==> config.mk <==
export PLATFORM = sky130hd
export DESIGN_NAME = seg7_scan_ctrl_flat
export DESIGN_NICKNAME = d
export VERILOG_FILES = /design/src/rtl/seg7_bus_if.sv /design/src/rtl/seg7_scan_ctrl.sv /design/src/flat_wrapper.sv
export SDC_FILE = /design/constraint.sdc
export NUM_CORES = 1
export LEC_CHECK = 0
export CAP_MARGIN = 10
export CORE_MARGIN = 4
export CORE_UTILIZATION = 44
export DETAILED_ROUTE_END_ITERATION = 10
export HOLD_SLACK_MARGIN = 0.03
export PLACE_DENSITY = 0.82
export SETUP_SLACK_MARGIN = 0.02
export SLEW_MARGIN = 20
export SYNTH_ARGS = -nofsm -noshare
export SYNTH_HDL_FRONTEND = slang
export SYNTH_SLANG_ARGS = --single-unit
==> constraint.sdc <==
create_clock -name clk -period 2.27 [get_ports clk]
set_input_delay 0.5675 -clock clk [delete_from_list [all_inputs] [get_ports clk]]
set_output_delay 0.5675 -clock clk [all_outputs]
set_load 0.005 [all_outputs]
==> src/rtl/seg7_bus_if.sv <==
// Store/readback bus between the write-select stage and the seven-segment controller.
// The write-select stage is the master and the display controller is the slave.
interface seg7_bus_if;
  localparam int unsigned DATA_W = 32;

  logic              seg_we;
  logic [DATA_W-1:0] seg_wdata;
  logic [DATA_W-1:0] seg_rdata;

  modport master (output seg_we, output seg_wdata, input seg_rdata);
  modport slave  (input seg_we, input seg_wdata, output seg_rdata);
endinterface

==> src/rtl/seg7_scan_ctrl.sv <==
// Eight-digit common-anode seven-segment scan controller for the display register at 0x1004.
// It holds the last stored word and time-multiplexes its hex nibbles onto the digits.
module seg7_scan_ctrl #(
  parameter int unsigned SCAN_DIV = 100000,
  parameter bit          BLANK_LZ = 1'b0
) (
  input  logic       clk,
  input  logic       rst_n,
  seg7_bus_if.slave  bus,
  output logic [7:0] o_an,
  output logic [7:0] o_seg
);
  localparam int unsigned DATA_W = 32;
  localparam int unsigned DIG_W  = 3;
  localparam int unsigned CNT_W  = $clog2(SCAN_DIV);
  localparam logic [CNT_W-1:0] CNT_MAX = CNT_W'(SCAN_DIV - 1);

  logic [DATA_W-1:0] data_q;
  logic [CNT_W-1:0]  scan_cnt;
  logic [DIG_W-1:0]  dig_idx;

  logic [4:0]        bit_base_c;
  logic [DATA_W-1:0] upper_c;
  logic [3:0]        nib_c;
  logic              blank_c;
  logic [7:0]        seg_c;
  logic [7:0]        an_c;

  // Active-low {g,f,e,d,c,b,a} glyphs for one hex nibble
  function automatic logic [6:0] hex7(input logic [3:0] nib);
    logic [6:0] g;
    g = 7'h7F;
    unique case (nib)
      4'h0: g = 7'h40;
      4'h1: g = 7'h79;
      4'h2: g = 7'h24;
      4'h3: g = 7'h30;
      4'h4: g = 7'h19;
      4'h5: g = 7'h12;
      4'h6: g = 7'h02;
      4'h7: g = 7'h78;
      4'h8: g = 7'h00;
      4'h9: g = 7'h10;
      4'hA: g = 7'h08;
      4'hB: g = 7'h03;
      4'hC: g = 7'h46;
      4'hD: g = 7'h21;
      4'hE: g = 7'h06;
      4'hF: g = 7'h0E;
      default: g = 7'h7F;
    endcase
    return g;
  endfunction

  // Held display value; the last sampled word wins on back-to-back stores
  always_ff @(posedge clk or negedge rst_n) begin
    if (!rst_n) begin
      data_q <= '0;
    end else if (bus.seg_we) begin
      data_q <= bus.seg_wdata;
    end
  end

  assign bus.seg_rdata = data_q;

  // Dwell counter; the digit index advances on the wrap edge
  always_ff @(posedge clk or negedge rst_n) begin
    if (!rst_n) begin
      scan_cnt <= '0;
      dig_idx  <= '0;
    end else if (scan_cnt == CNT_MAX) begin
      scan_cnt <= '0;
      dig_idx  <= dig_idx + DIG_W'(1);
    end else begin
      scan_cnt <= scan_cnt + CNT_W'(1);
    end
  end

  // Digit decode: a leading-zero digit is blanked only above digit 0
  always_comb begin
    bit_base_c = {dig_idx, 2'b00};
    upper_c    = data_q >> bit_base_c;
    nib_c      = data_q[bit_base_c +: 4];
    blank_c    = BLANK_LZ && (dig_idx != DIG_W'(0)) && (upper_c == '0);
    seg_c      = blank_c ? 8'hFF : {1'b1, hex7(nib_c)};
    an_c       = ~(8'b1 << dig_idx);
  end

  always_ff @(posedge clk or negedge rst_n) begin
    if (!rst_n) begin
      o_an  <= 8'hFF;
      o_seg <= 8'hFF;
    end else begin
      o_an  <= an_c;
      o_seg <= seg_c;
    end
  end
endmodule

==> src/flat_wrapper.sv <==
// flat-port wrapper written by rule: the top's interface ports become plain ports
module seg7_scan_ctrl_flat 
#(
  parameter int unsigned SCAN_DIV = 100000,
  parameter bit          BLANK_LZ = 1'b0
)
  (clk, rst_n, o_an, o_seg, bus_seg_we, bus_seg_wdata, bus_seg_rdata);
  seg7_bus_if bus_i ();
  input  logic clk;
  input  logic rst_n;
  output logic [7:0] o_an;
  output logic [7:0] o_seg;
  input wire logic [$bits(bus_i.seg_we)-1:0] bus_seg_we;
  input wire logic [$bits(bus_i.seg_wdata)-1:0] bus_seg_wdata;
  output wire logic [$bits(bus_i.seg_rdata)-1:0] bus_seg_rdata;
  assign bus_i.seg_we = bus_seg_we;
  assign bus_i.seg_wdata = bus_seg_wdata;
  assign bus_seg_rdata = bus_i.seg_rdata;
  seg7_scan_ctrl #(.SCAN_DIV(SCAN_DIV), .BLANK_LZ(BLANK_LZ)) u_core (.clk(clk), .rst_n(rst_n), .bus(bus_i), .o_an(o_an), .o_seg(o_seg));
endmodule
# [Yosys cells after proc, flatten, opt, wreduce, memory -nomap -nowiden]
# Memories as Yosys holds them, arrays and structs flattened. A register that Yosys moved wholly into a read port is not among the register bits.
# Index checks and enable logic that the tools add are counted.
[word_totals] mem_count=1 regBits=60 in_bits=35 wordCells=13 romBits=112
[op_classes] n_reduce_logical=1 n_shift=2 bitwise=1 n_mux=1 n_eq_ne=1 n_addsub=2
[mem_list] name="(name not given)" depth=16 word_bits=7 rd=1 rd_clocked_by_memory_dff=1 write_ports=0 line="seg7_scan_ctrl.sv:33" text="unique case (nib)"
[ops] op="32-bit by 6-bit indexed part select with 4-bit output" n=1
[ops] op="17-bit by 1-bit adder with 17-bit output, second input constant" n=1
[ops] op="17-bit equality test, second input constant" n=1
[ops] op="17-bit two-way mux" n=1
[ops] op="8-bit NOT" n=1
[ops] op="1-bit by 3-bit left shift with 8-bit output, first input constant" n=1
[ops] op="3-bit by 1-bit adder with 3-bit output, second input constant" n=1
[ops] op="1-bit zero test" n=1

# [Logic depth before layout (Yosys ltp)]
[depth] depth_word=2 depth_mapped=8

# [Worst setup path after synthesis]
# Ideal clock, no wire load.
[synth_timing] path_type="flip-flop to flip-flop" from="register u_core.dig_idx[0]" to="register u_core.o_seg[0]" path_buffers=1 synth_period_minus_slack_ps=2205 path_stages_with_launch=8 t_required_ps=2188 t_arrival_ps=2123 setup_time_ps=82 path_slack_ps=65 path_cell_list="dfrtp_1 buf_6 mux4_1 mux2i_1 inv_1 ha_1 and3_1 a211o_1"
[synth_via] elab_chain_cells=1
[synth_rtl] item="from (decl)" line="seg7_scan_ctrl.sv:20" text="logic [DIG_W-1:0] dig_idx;"
[synth_rtl] item="from (signal assigned)" line="seg7_scan_ctrl.sv:73" text="dig_idx <= dig_idx + DIG_W'(1);"
[synth_rtl] item="32-bit by 6-bit indexed part select with 4-bit output" line="seg7_scan_ctrl.sv:83" text="nib_c = data_q[bit_base_c +: 4];"
[synth_rtl] item="to (decl)" line="seg7_scan_ctrl.sv:11" text="output logic [7:0] o_seg"
# No other way between the ends.
# A chain may end at the register's enable or synchronous reset.

# [Worst setup path after layout]
# Ends and elaborated chain as after synthesis.

==> impl_results.md <==
- Static leakage power: about 0.0018 uW
- Area overhead of the layout relative to synthesis: 37.7%
- Reported net switching power: approximately 640 uW
- Worst hold slack: 0.251 ns
- RR Startpoint: u_core.dig_idx[0]
- Share of synthesized cell area in and, or, nand and nor gates: under 10%
- Die Y-Extent: 92.6 um
- Clk sinks: 67
- Setup-violating endpoint count in the final report: 0
- Top fanout value on the critical path: 13
- Global-route congestion overflow total: 0
- Setup repair after global routing missed its margin: no
- Power density over cell area: between 600 and 700 mW/mm2
- Buf+Inv Stages, Crit Path: 3
- Number of violations reported at the end of detailed-routing iteration 0: 48
- Net Sw Frac: ~23%
- Die Footprint: between 0.008 and 0.009 mm2
- Compound-gate portion of the synthesized area: under 10%
- Adder and majority cell fraction of the synthesized area: 5.17%
- Reg2Reg Depth: 7
- Relative contribution of combinational cells to total power: 16.5%
- Outcome: finished, final reports clean
- Max_slew headroom: between 50% and 60%
- Critical Path Most Common Cell: sky130_fd_sc_hd__buf_4
- Reg-to-Reg End: u_core.o_seg[0]
- TritonCTS clock tree: built
- Maximum vdd ir drop: around 0.00038 V
- Post-route DRC violation count: 0
- Clock network latency to the later pin of the worst-skew pair: 0.33 ns
- Post-route fraction of the period consumed by the critical path: roughly nine tenths
- Fraction of synthesized cell area in xor and xnor cells: under 10%
- Sequential fraction of design power: a little under half
- Final total negative setup slack: 0 ns
- Hold Path Class: input pin to async pin
- Total of buffers placed on input and output ports: 81
- Slowest cell on the critical path: sky130_fd_sc_hd__mux4_2
- Initial antenna violation count: 0
- Actual transition at the worst max-transition pin: between 0.6 and 0.7 ns
- Slowest Stage Delay on Critical Path: between 0.5 and 0.6 ns
- Vias in the first global route: between 2000 and 2500
- Synth Net Count: 276
- Boundary pin count: between 80 and 90
- Post-Synthesis Cells: between 200 and 250
- Number of levels the H-tree was split into: 3
- Required time at the endpoint of the critical path: between 2 and 3 ns
- Design internal power: approximately 2200 uW
- Final HPWL from detailed placement: 4730 um
- Vias per Instance: between 4 and 5
- Critical path cell sequence: buf_4 > buf_4 > mux4_2 > mux2i_4 > buf_4 > xnor2_1 > a211o_1
- Critical path class: register to register
- Final total power: between 2000 and 3000 uW
- Top area cells in the synthesized netlist: sky130_fd_sc_hd__dfrtp_1 41%, sky130_fd_sc_hd__dfstp_2 13%, sky130_fd_sc_hd__mux2_2 13%
- FP Rows: 30
- Area of the core: between 0.006 and 0.007 mm2
- Number of nets in the finished design: approximately 370
- First-pass GRT wire length: around 11000 um
- Worst Slack Setup Final: 0.199 ns
- Count of antenna-violating nets left after detailed routing: 0
- Total via count after detailed routing: between 2000 and 2500
- Proportion of power drawn by the clock network: 35.6%
- Effective utilization at floorplan: between 40% and 50%
- Global routing usage summed across all routing layers: between 10% and 20%
- Sequential element share of the synthesized area: between 50% and 60%
- Area share of the leading cell type in the synthesized netlist: about two fifths
- Register clock-pin slew on the reported worst setup and hold paths: ~0.07 ns
- Number of pins with negative max-slew slack in the final report: 0
- Type of destination of the critical path: register
- Wire per inst: ~15 um
- Max Cap Viol: 0
- Non-filler instance count after layout: ~420
- Dominant combinational cell family by area after synthesis: multiplexers
- Gp weighted congestion: just over 0.8
- Drt pass-1 iters: 4
- Number of hold buffers added after CTS: 0
- Root Buffer Master: sky130_fd_sc_hd__clkbuf_8
- Placed Instances: 404
- N_diodes: 0
- Setup clock skew after layout: 0.0151 ns
- Overall routed net length: roughly 6400 um
- Setup crit start kind: register
- Shortest period the worst path allows: roughly 2.1 ns
- R2r setup slk: slightly below 0.2 ns
- Minimum setup slack after placement: around 0.084 ns
- Number of synthesis warnings: 0
- Width of the die: 92.6 um
- Post-synth top area cell: sky130_fd_sc_hd__dfrtp_1
- Cell area after technology mapping: approximately 0.0031 mm2
- Largest net degree at the start of global routing: 68
- Yosys cell types: 41
- CP Data Arrival Time: 2.32 ns
- Synthesized flop and latch total: 67
- Avg Inst Size Synth: around 14 um2
- CTS Buffer Depth: 2
- Total count of hold-check failures in the final report: 0
- Multiplexer area fraction after synthesis: a little under a quarter
- CTS Buf Count: 9
- Share of cells above drive strength 1: 27.6%
- CP top delay family: multiplexers
- Fmax: a little under 0.5 GHz
## layout make-up
type	instances	area [um2]
multi-input cells	141	1360
flip-flops and latches	67	1700
repair buffers	92	913
inverters	10	37.5
well taps	96	120
fillers	551	2530
clock inverters	4	48.8
clock buffers	12	155
## layer usage
metal / up-vias / global-route usage, % / routed length [um] / share of wire, %
met5: - / 0 / 0 / 0
met4: 0 / 7.43 / 112 / 1.7
met3: 9 / 4.31 / 378 / 5.9
met2: 64 / 23.9 / 2890 / 45
met1: 1023 / 22.1 / 3060 / 48
li1: 997 / - / - / -
## cells in the mapped netlist
cell and number:
sky130_fd_sc_hd__or3_1 3, sky130_fd_sc_hd__a21oi_1 2, sky130_fd_sc_hd__nand4_1 2, sky130_fd_sc_hd__dfrtp_1 52
sky130_fd_sc_hd__buf_2 2, sky130_fd_sc_hd__buf_6 1, sky130_fd_sc_hd__nand2_1 12, sky130_fd_sc_hd__nor2_1 8
sky130_fd_sc_hd__mux2_4 1, sky130_fd_sc_hd__o2bb2ai_1 1, sky130_fd_sc_hd__or4_1 1, sky130_fd_sc_hd__nor3b_1 2
sky130_fd_sc_hd__nor4_2 1, sky130_fd_sc_hd__clkbuf_1 2, sky130_fd_sc_hd__dfstp_2 15, sky130_fd_sc_hd__a211o_1 1
sky130_fd_sc_hd__ha_1 13, sky130_fd_sc_hd__buf_4 2, sky130_fd_sc_hd__and3_1 3, sky130_fd_sc_hd__mux2i_1 8
sky130_fd_sc_hd__xor2_1 4, sky130_fd_sc_hd__inv_2 1, sky130_fd_sc_hd__a22o_2 1, sky130_fd_sc_hd__conb_1 1
sky130_fd_sc_hd__mux4_1 4, sky130_fd_sc_hd__inv_1 9, sky130_fd_sc_hd__mux2i_4 2, sky130_fd_sc_hd__and2_1 2
sky130_fd_sc_hd__xnor2_1 11, sky130_fd_sc_hd__o31ai_1 1, sky130_fd_sc_hd__nand4b_1 1, sky130_fd_sc_hd__nor3_1 1
sky130_fd_sc_hd__mux4_2 4, sky130_fd_sc_hd__buf_1 3, sky130_fd_sc_hd__mux2_2 35, sky130_fd_sc_hd__o21ai_1 1
sky130_fd_sc_hd__and4_1 4, sky130_fd_sc_hd__nor2b_1 1, sky130_fd_sc_hd__o21ai_0 2, sky130_fd_sc_hd__a31o_2 1
sky130_fd_sc_hd__nand3_1 7
## stage by stage
| step | area, um2 | utilization, % |
|---|---|---|
| after floorplan | 3150 | - |
| after global placement | 4110 | 59.8 |
| after detailed placement | 4110 | 59.8 |
| after CTS | 4310 | 62.8 |
| after global routing | 4330 | 63.1 |
| final | 4330 | 63.1 |
## logic make-up (layout without fill, tap and decap cells)
family	Yosys count	in the layout
other cells	1	1
compound gates	10	10
xor+xnor	15	15
fa+ha+maj	13	13
mux	54	54
buf+inv	20	118
flops	67	67
simple gates	48	48
## cells in the final DEF, fill, tap and decap left out, types with 4 or more instances in the layout
cell	synthesis	routed
sky130_fd_sc_hd__and4_1	4	4
sky130_fd_sc_hd__dfstp_2	15	15
sky130_fd_sc_hd__mux4_1	4	4
sky130_fd_sc_hd__clkbuf_8	0	11
sky130_fd_sc_hd__mux2_2	35	35
sky130_fd_sc_hd__xor2_1	4	4
sky130_fd_sc_hd__ha_1	13	13
sky130_fd_sc_hd__nand2_1	12	12
sky130_fd_sc_hd__nand3_1	7	7
sky130_fd_sc_hd__nor2_1	8	8
sky130_fd_sc_hd__buf_4	2	9
sky130_fd_sc_hd__mux2i_1	8	7
sky130_fd_sc_hd__dfrtp_1	52	51
sky130_fd_sc_hd__clkdlybuf4s50_1	0	80
sky130_fd_sc_hd__xnor2_1	11	11
sky130_fd_sc_hd__mux4_2	4	4
sky130_fd_sc_hd__inv_1	9	9
## power groups by stage
stage | Sequential (uW) | Clock [uW] | Combinational [uW]
floorplan | 1360 | 0 | 173
global placement | 1370 | 0 | 452
detailed placement | 1370 | 0 | 462
CTS | 1340 | 1020 | 464
global route | 1360 | 1070 | 499
finish | 1340 | 997 | 461
## how the worst max path moves through the flow
stage                       from         endpoint  slack (ns)  depth (start not counted)
5_1_grt        u_core.dig_idx[0]  u_core.o_seg[5]        0.08                          7
3_3_place_gp   u_core.dig_idx[0]  u_core.o_seg[0]        0.19                          6
2_1_floorplan  u_core.dig_idx[0]  u_core.o_seg[0]        0.07                          7
3_5_place_dp   u_core.dig_idx[0]  u_core.o_seg[5]        0.08                          7
4_1_cts        u_core.dig_idx[0]  u_core.o_seg[5]        0.06                          7
6_report       u_core.dig_idx[0]  u_core.o_seg[0]        0.20                          7
## flip-flops by register name, indices dropped and copies added, names as in the netlist
signal,cells
u_core.dig_idx,3
u_core.bus.seg_rdata,32
u_core.scan_cnt,17
u_core.o_an,8
u_core.o_seg,7
## what timing repair did
item                       in CTS  in global routing
setup endpoints to repair       0                  6
buffers inserted                0                  2
resized for setup               0                  2
## worst register-to-register path: stages (launching register included)
cell and delay (ns):
sky130_fd_sc_hd__dfrtp_2 0.43, sky130_fd_sc_hd__buf_4 0.13, sky130_fd_sc_hd__buf_4 0.12, sky130_fd_sc_hd__mux4_2 0.54, sky130_fd_sc_hd__mux2i_4 0.17, sky130_fd_sc_hd__buf_4 0.22
sky130_fd_sc_hd__xnor2_1 0.08, sky130_fd_sc_hd__a211o_1 0.29
Power figures use the tool's default switching activity.
